$ cat src/rtl/instr_fetch_unit_if.sv
// Instruction-memory read channel between the fetch unit (master) and instruction memory (slave).
// A word read is requested with req/addr and is completed by ack/rdata.
interface instr_fetch_unit_if #(
  parameter int ADDR_W = 32
);
  logic              req;
  logic [ADDR_W-1:0] addr;
  logic              ack;
  logic [31:0]       rdata;

  modport master (output req, output addr, input ack, input rdata);
  modport slave  (input req, input addr, output ack, output rdata);
endinterface

$ cat src/rtl/instr_fetch_unit.sv
// MIPS fetch stage: owns the PC, issues imem reads, and fills IF/ID through a 1-entry skid buffer.
// Define MISALIGN_TRAP_EN to trap misaligned redirect targets and add the fetch_misalign output.
module instr_fetch_unit #(
  parameter logic [31:0] RESET_PC = 32'h0000_0000,
  parameter int          ADDR_W   = 32
) (
  input  logic                clk,
  input  logic                rst_n,
  instr_fetch_unit_if.master  imem,
  input  logic                stall,
  input  logic                redirect,
  input  logic [ADDR_W-1:0]   redirect_pc,
  output logic                ifid_valid,
  output logic [31:0]         ifid_instr,
  output logic [5:0]          ifid_opcode,
  output logic [ADDR_W-1:0]   ifid_pc4
`ifdef MISALIGN_TRAP_EN
  , output logic              fetch_misalign
`endif
);

  typedef enum logic [1:0] {S_IDLE, S_REQ, S_DROP, S_FULL} state_t;

  state_t            state_reg;
  logic [ADDR_W-1:0] pc_reg;
  logic [ADDR_W-1:0] redir_reg;
  logic              imem_req_reg;
  logic              ifid_valid_reg;
  logic [31:0]       ifid_instr_reg;
  logic [ADDR_W-1:0] ifid_pc4_reg;
  logic [31:0]       skid_instr_reg;
  logic [ADDR_W-1:0] skid_pc4_reg;

  logic              accept;
  logic              trap_hit;
  logic              halted;
  logic [ADDR_W-1:0] target_pc;
  logic [ADDR_W-1:0] pc_plus4;

  assign accept    = !ifid_valid_reg || !stall;
  assign target_pc = {redirect_pc[ADDR_W-1:2], 2'b00};
  assign pc_plus4  = pc_reg + ADDR_W'(4);

`ifdef MISALIGN_TRAP_EN
  logic misalign_reg;
  assign trap_hit       = redirect && (redirect_pc[1:0] != 2'b00);
  assign halted         = misalign_reg;
  assign fetch_misalign = misalign_reg;
`else
  logic unused_redirect_low;
  assign unused_redirect_low = ^redirect_pc[1:0];
  assign trap_hit            = 1'b0;
  assign halted              = 1'b0;
`endif

  assign imem.req    = imem_req_reg;
  assign imem.addr   = pc_reg;
  assign ifid_valid  = ifid_valid_reg;
  assign ifid_instr  = ifid_instr_reg;
  assign ifid_opcode = ifid_instr_reg[31:26];
  assign ifid_pc4    = ifid_pc4_reg;

  always_ff @(posedge clk or negedge rst_n) begin
    if (!rst_n) begin
      state_reg      <= S_IDLE;
      pc_reg         <= RESET_PC[ADDR_W-1:0];
      redir_reg      <= '0;
      imem_req_reg   <= 1'b0;
      ifid_valid_reg <= 1'b0;
      ifid_instr_reg <= '0;
      ifid_pc4_reg   <= '0;
      skid_instr_reg <= '0;
      skid_pc4_reg   <= '0;
`ifdef MISALIGN_TRAP_EN
      misalign_reg   <= 1'b0;
`endif
    end else if (redirect) begin
      // Redirect outranks stall and ack: whatever IF/ID or the skid holds is wrong-path.
      ifid_valid_reg <= 1'b0;
      if (trap_hit) begin
        state_reg    <= S_IDLE;
        imem_req_reg <= 1'b0;
`ifdef MISALIGN_TRAP_EN
        misalign_reg <= 1'b1;
`endif
      end else begin
`ifdef MISALIGN_TRAP_EN
        misalign_reg <= 1'b0;
`endif
        case (state_reg)
          S_REQ: begin
            if (imem.ack) begin
              pc_reg <= target_pc;
            end else begin
              redir_reg <= target_pc;
              state_reg <= S_DROP;
            end
          end
          S_DROP: begin
            if (imem.ack) begin
              pc_reg    <= target_pc;
              state_reg <= S_REQ;
            end else begin
              redir_reg <= target_pc;
            end
          end
          default: begin
            pc_reg       <= target_pc;
            state_reg    <= S_REQ;
            imem_req_reg <= 1'b1;
          end
        endcase
      end
    end else begin
      // Bubble unless IF/ID is being held; any load below overrides this.
      if (!(stall && ifid_valid_reg)) begin
        ifid_valid_reg <= 1'b0;
      end
      case (state_reg)
        S_IDLE: begin
          if (!halted) begin
            state_reg    <= S_REQ;
            imem_req_reg <= 1'b1;
          end
        end
        S_REQ: begin
          if (imem.ack) begin
            pc_reg <= pc_plus4;
            if (accept) begin
              ifid_valid_reg <= 1'b1;
              ifid_instr_reg <= imem.rdata;
              ifid_pc4_reg   <= pc_plus4;
            end else begin
              skid_instr_reg <= imem.rdata;
              skid_pc4_reg   <= pc_plus4;
              state_reg      <= S_FULL;
              imem_req_reg   <= 1'b0;
            end
          end
        end
        S_DROP: begin
          if (imem.ack) begin
            pc_reg    <= redir_reg;
            state_reg <= S_REQ;
          end
        end
        S_FULL: begin
          if (!stall) begin
            ifid_valid_reg <= 1'b1;
            ifid_instr_reg <= skid_instr_reg;
            ifid_pc4_reg   <= skid_pc4_reg;
            state_reg      <= S_REQ;
            imem_req_reg   <= 1'b1;
          end
        end
        default: state_reg <= S_IDLE;
      endcase
    end
  end

endmodule
$ cat src/flat_wrapper.sv
// flat-port wrapper written by rule: the top's interface ports become plain ports
module instr_fetch_unit_flat 
#(
  parameter logic [31:0] RESET_PC = 32'h0000_0000,
  parameter int          ADDR_W   = 32
)
  (clk, rst_n, stall, redirect, redirect_pc, ifid_valid, ifid_instr, ifid_opcode, ifid_pc4, imem_req, imem_addr, imem_ack, imem_rdata);
  instr_fetch_unit_if #(.ADDR_W(ADDR_W)) imem_i ();
  input  logic clk;
  input  logic rst_n;
  input  logic stall;
  input  logic redirect;
  input  logic [ADDR_W-1:0] redirect_pc;
  output logic ifid_valid;
  output logic [31:0] ifid_instr;
  output logic [5:0] ifid_opcode;
  output logic [ADDR_W-1:0] ifid_pc4;
  output wire logic [$bits(imem_i.req)-1:0] imem_req;
  output wire logic [$bits(imem_i.addr)-1:0] imem_addr;
  input wire logic [$bits(imem_i.ack)-1:0] imem_ack;
  input wire logic [$bits(imem_i.rdata)-1:0] imem_rdata;
  assign imem_req = imem_i.req;
  assign imem_addr = imem_i.addr;
  assign imem_i.ack = imem_ack;
  assign imem_i.rdata = imem_rdata;
  instr_fetch_unit #(.RESET_PC(RESET_PC), .ADDR_W(ADDR_W)) u_core (.clk(clk), .rst_n(rst_n), .imem(imem_i), .stall(stall), .redirect(redirect), .redirect_pc(redirect_pc), .ifid_valid(ifid_valid), .ifid_instr(ifid_instr), .ifid_opcode(ifid_opcode), .ifid_pc4(ifid_pc4));
endmodule
$ cat config.mk
export PLATFORM = sky130hd
export DESIGN_NAME = instr_fetch_unit_flat
export DESIGN_NICKNAME = d
export VERILOG_FILES = /design/src/rtl/instr_fetch_unit_if.sv /design/src/rtl/instr_fetch_unit.sv /design/src/flat_wrapper.sv
export SDC_FILE = /design/constraint.sdc
export NUM_CORES = 1
export LEC_CHECK = 0
export ABC_AREA = 1
export CORE_MARGIN = 3
export CORE_UTILIZATION = 47
export CTS_CLUSTER_DIAMETER = 60
export DETAILED_ROUTE_END_ITERATION = 7
export PLACE_DENSITY_LB_ADDON = 0.1
export SLEW_MARGIN = 5
export SYNTH_ARGS = -nofsm -noshare
export SYNTH_HDL_FRONTEND = slang
export SYNTH_SLANG_ARGS = --single-unit
export TNS_END_PERCENT = 10
$ cat constraint.sdc
create_clock -name clk -period 4.25 [get_ports clk]
set_input_delay 0.85 -clock clk [delete_from_list [all_inputs] [get_ports clk]]
set_output_delay 0.85 -clock clk [all_outputs]
set_load 0.02 [all_outputs]
Yosys cells after proc, flatten, opt, wreduce, memory -nomap -nowiden:

Cells that the tools add are included.

* add/subtract/negate cells: 1
* equality and inequality tests: 13
* muxes and demuxes: 34
* bitwise operators: 3
* reductions and logical operators: 15

Operator list (count)
* 2-to-1 mux 32 bit: 11
* one-hot mux 32 bit (2 select lines): 3
* adder 32 x 3 -> 32 bit, second input constant: 1
* != test 3 bit, second input constant: 5
* 2-to-1 mux 2 bit: 6
* AND reduction 4 bit: 3
* 2-to-1 mux 1 bit: 10
* AND reduction 5 bit: 2
* one-hot mux 2 bit (4 select lines): 1
* != test 2 bit, second input constant: 3
* equality test 2 bit, second input constant: 2
* one-hot mux 2 bit (2 select lines): 1
* nonzero test 4 bit: 1
* != test 3 x 2 -> 1 bit, second input constant: 1
* NOT 1 bit: 3
* one-hot mux 1 bit (3 select lines): 1
* AND reduction 3 bit: 1
* nonzero test 3 bit: 1
* equality test 2 x 1 -> 1 bit, second input constant: 1
* zero test 1 bit: 2
* zero test 2 bit: 1
* != test 2 x 1 -> 1 bit, second input constant: 1
* one-hot mux 1 bit (2 select lines): 1
* nonzero test 2 bit: 1
* 3 further kinds: 3

* bits in registers: 194
* input bits: 69
* output and inout bits: 104
* word-level logic and storage cells: 75

Depth between registers and ports, before layout:

* depth after elaboration: 6
* depth in mapped cells: 12
* gate-level depth less buffers: 12

Worst setup path after synthesis:

No wires, ideal clock.

* path kind: input-to-reg
* start point: input port redirect
* end point: register u_core.ifid_pc4_reg[11], in the netlist u_core.ifid_pc4[11]
* setup time: 0.122 ns
* arrival: 1.743 ns
* data required time: 4.128 ns
* slack: 2.385 ns
* cell stages on the path: 7
* path buffers: 3
* path through: buf_2 a21oi_2 nand3_1 buf_2 buf_4 a21oi_1 a21oi_1

* word-level cells in the longest chain between the ends: 2

RTL lines
* start: declaration: RTL line flat_wrapper.sv:12 `input logic redirect;`
* NOT 1 bit (no line)
* AND reduction 5 bit (no line)
* end signal: assignment: RTL line instr_fetch_unit.sv:132 `ifid_pc4_reg <= pc_plus4;`
* end signal: assignment: RTL line instr_fetch_unit.sv:151 `ifid_pc4_reg <= skid_pc4_reg;`
* end: declaration: RTL line instr_fetch_unit.sv:30 `logic [ADDR_W-1:0] ifid_pc4_reg;`

Every way passes these cells.
A chain may end at the register's enable or synchronous reset.

Worst setup path in the final report:

* start point: input port imem_ack
* end point: register u_core.pc_reg[6], in the netlist u_core.imem.addr[6]

* word-level cells in the longest chain between the ends: 2
* elaborated cells between the ends (all ways): 4
* those cells by class: eq/ne (3); reduce/logical (1)

RTL lines
* start: declaration: RTL line flat_wrapper.sv:20 `input wire logic [$bits(imem_i.ack)-1:0] imem_ack;`
* != test 3 bit (no line) or != test 3 x 2 -> 1 bit (tied branches)
* AND reduction 4 bit (no line) (*)
* end signal: assignment: RTL line instr_fetch_unit.sv:66 `pc_reg <= RESET_PC[ADDR_W-1:0];`
* end signal: assignment: RTL line instr_fetch_unit.sv:93 `pc_reg <= target_pc;`
* end signal: assignment: RTL line instr_fetch_unit.sv:101 `pc_reg <= target_pc;`
* end: declaration: RTL line instr_fetch_unit.sv:25 `logic [ADDR_W-1:0] pc_reg;`

Mark *: on every way between the ends. The rest lies on a longest branch, timed or not.

==> impl_metrics.py <==
metrics = {
    "drt": {
        "route.detailed.vias_per_inst": 5.078,
        "drcViolationCount": 0,
        "dr.first_iter.drc_count": 524,
        "drtAntennaViolNets": 0,
        "num_vias": 8099,
        "routed_wl_um": 24020,
        "first_pass_iters": 5,
        "wl_per_cell_um": 15.06,
    },
    "synth": {
        "cell_with_the_most_instances_after_synthesis": "sky130_fd_sc_hd__nand2_1",
        "synth_cells": 1193,
        "post_synthesis_register_bit_count": 188,
        "synthDominantAreaCellType": "sky130_fd_sc_hd__dfrtp_1",
        "postSynth.topFlopCell": "sky130_fd_sc_hd__dfrtp_1",
        "cell_types_with_the_largest_area_share_after_synthesis": "sky130_fd_sc_hd__dfrtp_1, sky130_fd_sc_hd__nand2_1, sky130_fd_sc_hd__a21oi_1, sky130_fd_sc_hd__nor2_1, sky130_fd_sc_hd__o21ai_0",
        "synth_edf_count": 0,
        "post-synth-top-area-fraction": 0.5087,
        "post_synth_most_frequent_cells": "sky130_fd_sc_hd__nand2_1, sky130_fd_sc_hd__dfrtp_1, sky130_fd_sc_hd__a21oi_1",
        "postSynthAreaPerCell_um2": 7.753,
        "synth_seq_area_share": 0.5087,
        "async_flop_share": 1.000,
        "yosysWarningCount": 0,
        "synth_unique_cells": 36,
        "area_of_the_mapped_netlist_mm2": 0.009249,
    },
    "setup_path": {
        "arrival_ps": 2980,
        "worst_ep_required_time_ps": 4550,
        "timing.critical_path.from_type": "input pin",
        "path_max_fanout": 55,
        "timing.critical_path.max_delay_family": "simple AND/OR/NAND/NOR gates",
        "setup.reg_to_reg.worst_slack_ps": 1590,
        "timing.critical_path.from": "imem_ack",
        "worst_path_max_delay_cell": "sky130_fd_sc_hd__nand2_2",
        "rr_startpoint": "u_core.state_reg[0]",
        "timing.setup.critical_path_class": "in2reg",
        "cp.buffers_inverters": 2,
        "endpoint_of_the_worst_register_to_register_path": "u_core.imem.addr[6]",
        "worst-r2r-cell-count": 8,
        "worstSetupEndpointType": "register",
        "timing.critical_path.cells": "clkdlybuf4s50_1 > nor2_1 > nand2_1 > nand2_2 > inv_1 > o211ai_1 > o21ai_0",
        "critPathMaxStageDelay_ps": 750,
    },
    "sta": {
        "whs_ps": 476.8,
        "finalCriticalPeriod_ps": 2678,
        "rsz0062_at_grt": "false",
        "timing.clock.skew_ps": 13.67,
        "worst_slew_margin_rel": 0.3170,
        "fmaxAchievable_ghz": 0.3734,
        "fin_crit_sh": 0.6302,
        "setup_slack_ps": 1572,
        "timing.final.max_slew_violations": 0,
        "timing.final.setup_violations": 0,
        "hold_viol": 0,
        "setup_tns_ps": 0,
        "tightestPinTransition_ps": 1021,
    },
    "outcome": {
        "outcome": "completed",
    },
    "global_route": {
        "wire_length_of_the_first_global_routing_pass_um": 39330,
        "grt_start_max_net_pins": 92,
        "first_global_vias": 7545,
        "globalRouteOverflowTotal": 0,
        "globalRouteTotalUtil": 0.2252,
        "grt_antenna_before_repair": 0,
    },
    "floorplanning": {
        "floorplan.die.width_um": 146.3,
        "pin_count": 173,
        "die_area_mm2": 0.02140,
        "initial_core_util": 0.4863,
        "die_h_um": 146.3,
        "std_cell_rows": 50,
        "fp.coreArea_mm2": 0.01902,
    },
    "place": {
        "finalWeightedCongestion": 0.9084,
        "placement.cell_area_mm2": 0.01095,
        "portBuffers": 166,
        "hpwlAfterDp_um": 16010,
        "dpl_worst_slack_ps": 1183,
    },
    "cts": {
        "clock_insertion_delay_worst_skew_ps": 440,
        "clock_tree.root_cell": "sky130_fd_sc_hd__clkbuf_16",
        "number_of_buffers_between_clock_root_and_the_deepest_sink": 2,
        "clock_tree.htree_level_count": 4,
        "cts_clock_pin_slew_for_the_worst_setup_and_hold_paths_ps": 70,
        "tritoncts": "done",
        "ctsResizeCount": 0,
        "cts_hold_buf": 0,
        "cts.sink_count": 188,
        "cts-buffers-inserted": 17,
        "post_cts_setup_driven_buffer_insertion_count": 0,
    },
    "power": {
        "leakage_dissipation_nw": 5.596,
        "power_density_mw_per_mm2": 771.6,
        "post-layout-total-power_w": 0.008962,
        "vdd_drop_max_uv": 400.5,
    },
    "min_path": {
        "worst_hold_path_type": "in2async",
    },
    "layout": {
        "drive_gt1_frac": 0.05618,
        "n_antenna_cell": 0,
        "stdcell_area_mm2": 0.01161,
        "layout-area-overhead-vs-synth_pct": 25.58,
        "nNetsFinal": 1396,
    },
    "flow_run": {
        "cap_violations": 0,
    },
}
-- worst register-to-register path, delay by kind of cell (launching register included) --
family / cells / cell delay [ps]
compound gates: 3 / 530
simple gates: 2 / 810
buf+inv: 2 / 400
fa+ha+maj: 1 / 410
flops: 1 / 390
-- kinds of logic (layout without fill, tap and decap cells) --
family	count (synthesis)	after routing	synth area share
AOI/OAI and AO/OA	220	220	0.1269
other	1	4	0.0004055
adders and majority gates	4	4	0.005411
and+or+nand+nor	619	619	0.2668
buffers and inverters	146	285	0.07359
xor gates and xnor gates	15	15	0.01826
DFF	188	188	0.5087
-- layout make-up --
class,count,area [um^2]
fillers,1757,7403
inverters,73,274.0
multi-input cells,862,3880
clock inverters,12,207.7
clock buffers,19,452.9
flip-flops and latches,188,4705
repair buffers,181,1770
well taps,260,325.3
-- cell usage in the layout, fill, tap and decap left out, types with 3 or more instances in the layout --
cell / netlist / layout
sky130_fd_sc_hd__nor2_4: 7 / 7
sky130_fd_sc_hd__nand3_1: 31 / 31
sky130_fd_sc_hd__a31oi_1: 36 / 36
sky130_fd_sc_hd__clkbuf_16: 0 / 17
sky130_fd_sc_hd__nand3b_1: 4 / 4
sky130_fd_sc_hd__nor2_2: 3 / 3
sky130_fd_sc_hd__o21ai_0: 65 / 65
sky130_fd_sc_hd__dfrtp_1: 188 / 188
sky130_fd_sc_hd__xor2_1: 8 / 8
sky130_fd_sc_hd__xor2_2: 5 / 5
sky130_fd_sc_hd__conb_1: 1 / 4
sky130_fd_sc_hd__and2_1: 3 / 3
sky130_fd_sc_hd__o21a_1: 5 / 5
sky130_fd_sc_hd__nor2_1: 94 / 94
sky130_fd_sc_hd__ha_1: 4 / 3
sky130_fd_sc_hd__clkdlybuf4s50_1: 0 / 164
sky130_fd_sc_hd__nand2_2: 4 / 5
sky130_fd_sc_hd__inv_2: 2 / 3
sky130_fd_sc_hd__bufinv_16: 0 / 5
sky130_fd_sc_hd__a21oi_1: 106 / 106
sky130_fd_sc_hd__buf_4: 13 / 15
sky130_fd_sc_hd__nand2_1: 470 / 469
sky130_fd_sc_hd__inv_1: 70 / 69
-- per-layer routing --
metal  global-route usage  up-vias  routed length, um
met5                    0        -                  0
met4              0.06256        0                392
met3              0.03973       31               1336
met2               0.3341      249              10520
met1               0.3412     3788              11760
li1                     -     4031                  -
-- report_power, final --
| group | internal (W) | switching, W | total, W |
|---|---|---|---|
| sequential | 0.00261 | 0.000632 | 0.00324 |
| combinational | 0.00162 | 0.00231 | 0.00392 |
| clock | 0.00108 | 0.000718 | 0.00180 |
-- worst max-delay path by stage --
| stage | end | slack (ps) | depth (start not counted) |
|---|---|---|---|
| 2_1_floorplan | u_core.ifid_pc4[11] | 2390 | 7 |
| 3_3_place_gp | u_core.imem.addr[6] | 1170 | 7 |
| 3_5_place_dp | u_core.imem.addr[6] | 1180 | 7 |
| 4_1_cts | u_core.imem.addr[6] | 1600 | 8 |
| 5_1_grt | u_core.imem.addr[6] | 1260 | 8 |
| 6_report | u_core.imem.addr[6] | 1570 | 7 |
-- per-stage QoR --
| stage | std cells | utilization |
|---|---|---|
| global placement | 1564 | 0.5760 |
| CTS | 1595 | 0.6107 |
| floorplan | 1196 | - |
| global route | 1595 | 0.6107 |
| finish | 1595 | 0.6107 |
| detailed placement | 1564 | 0.5760 |
Power figures use the tool's default switching activity.
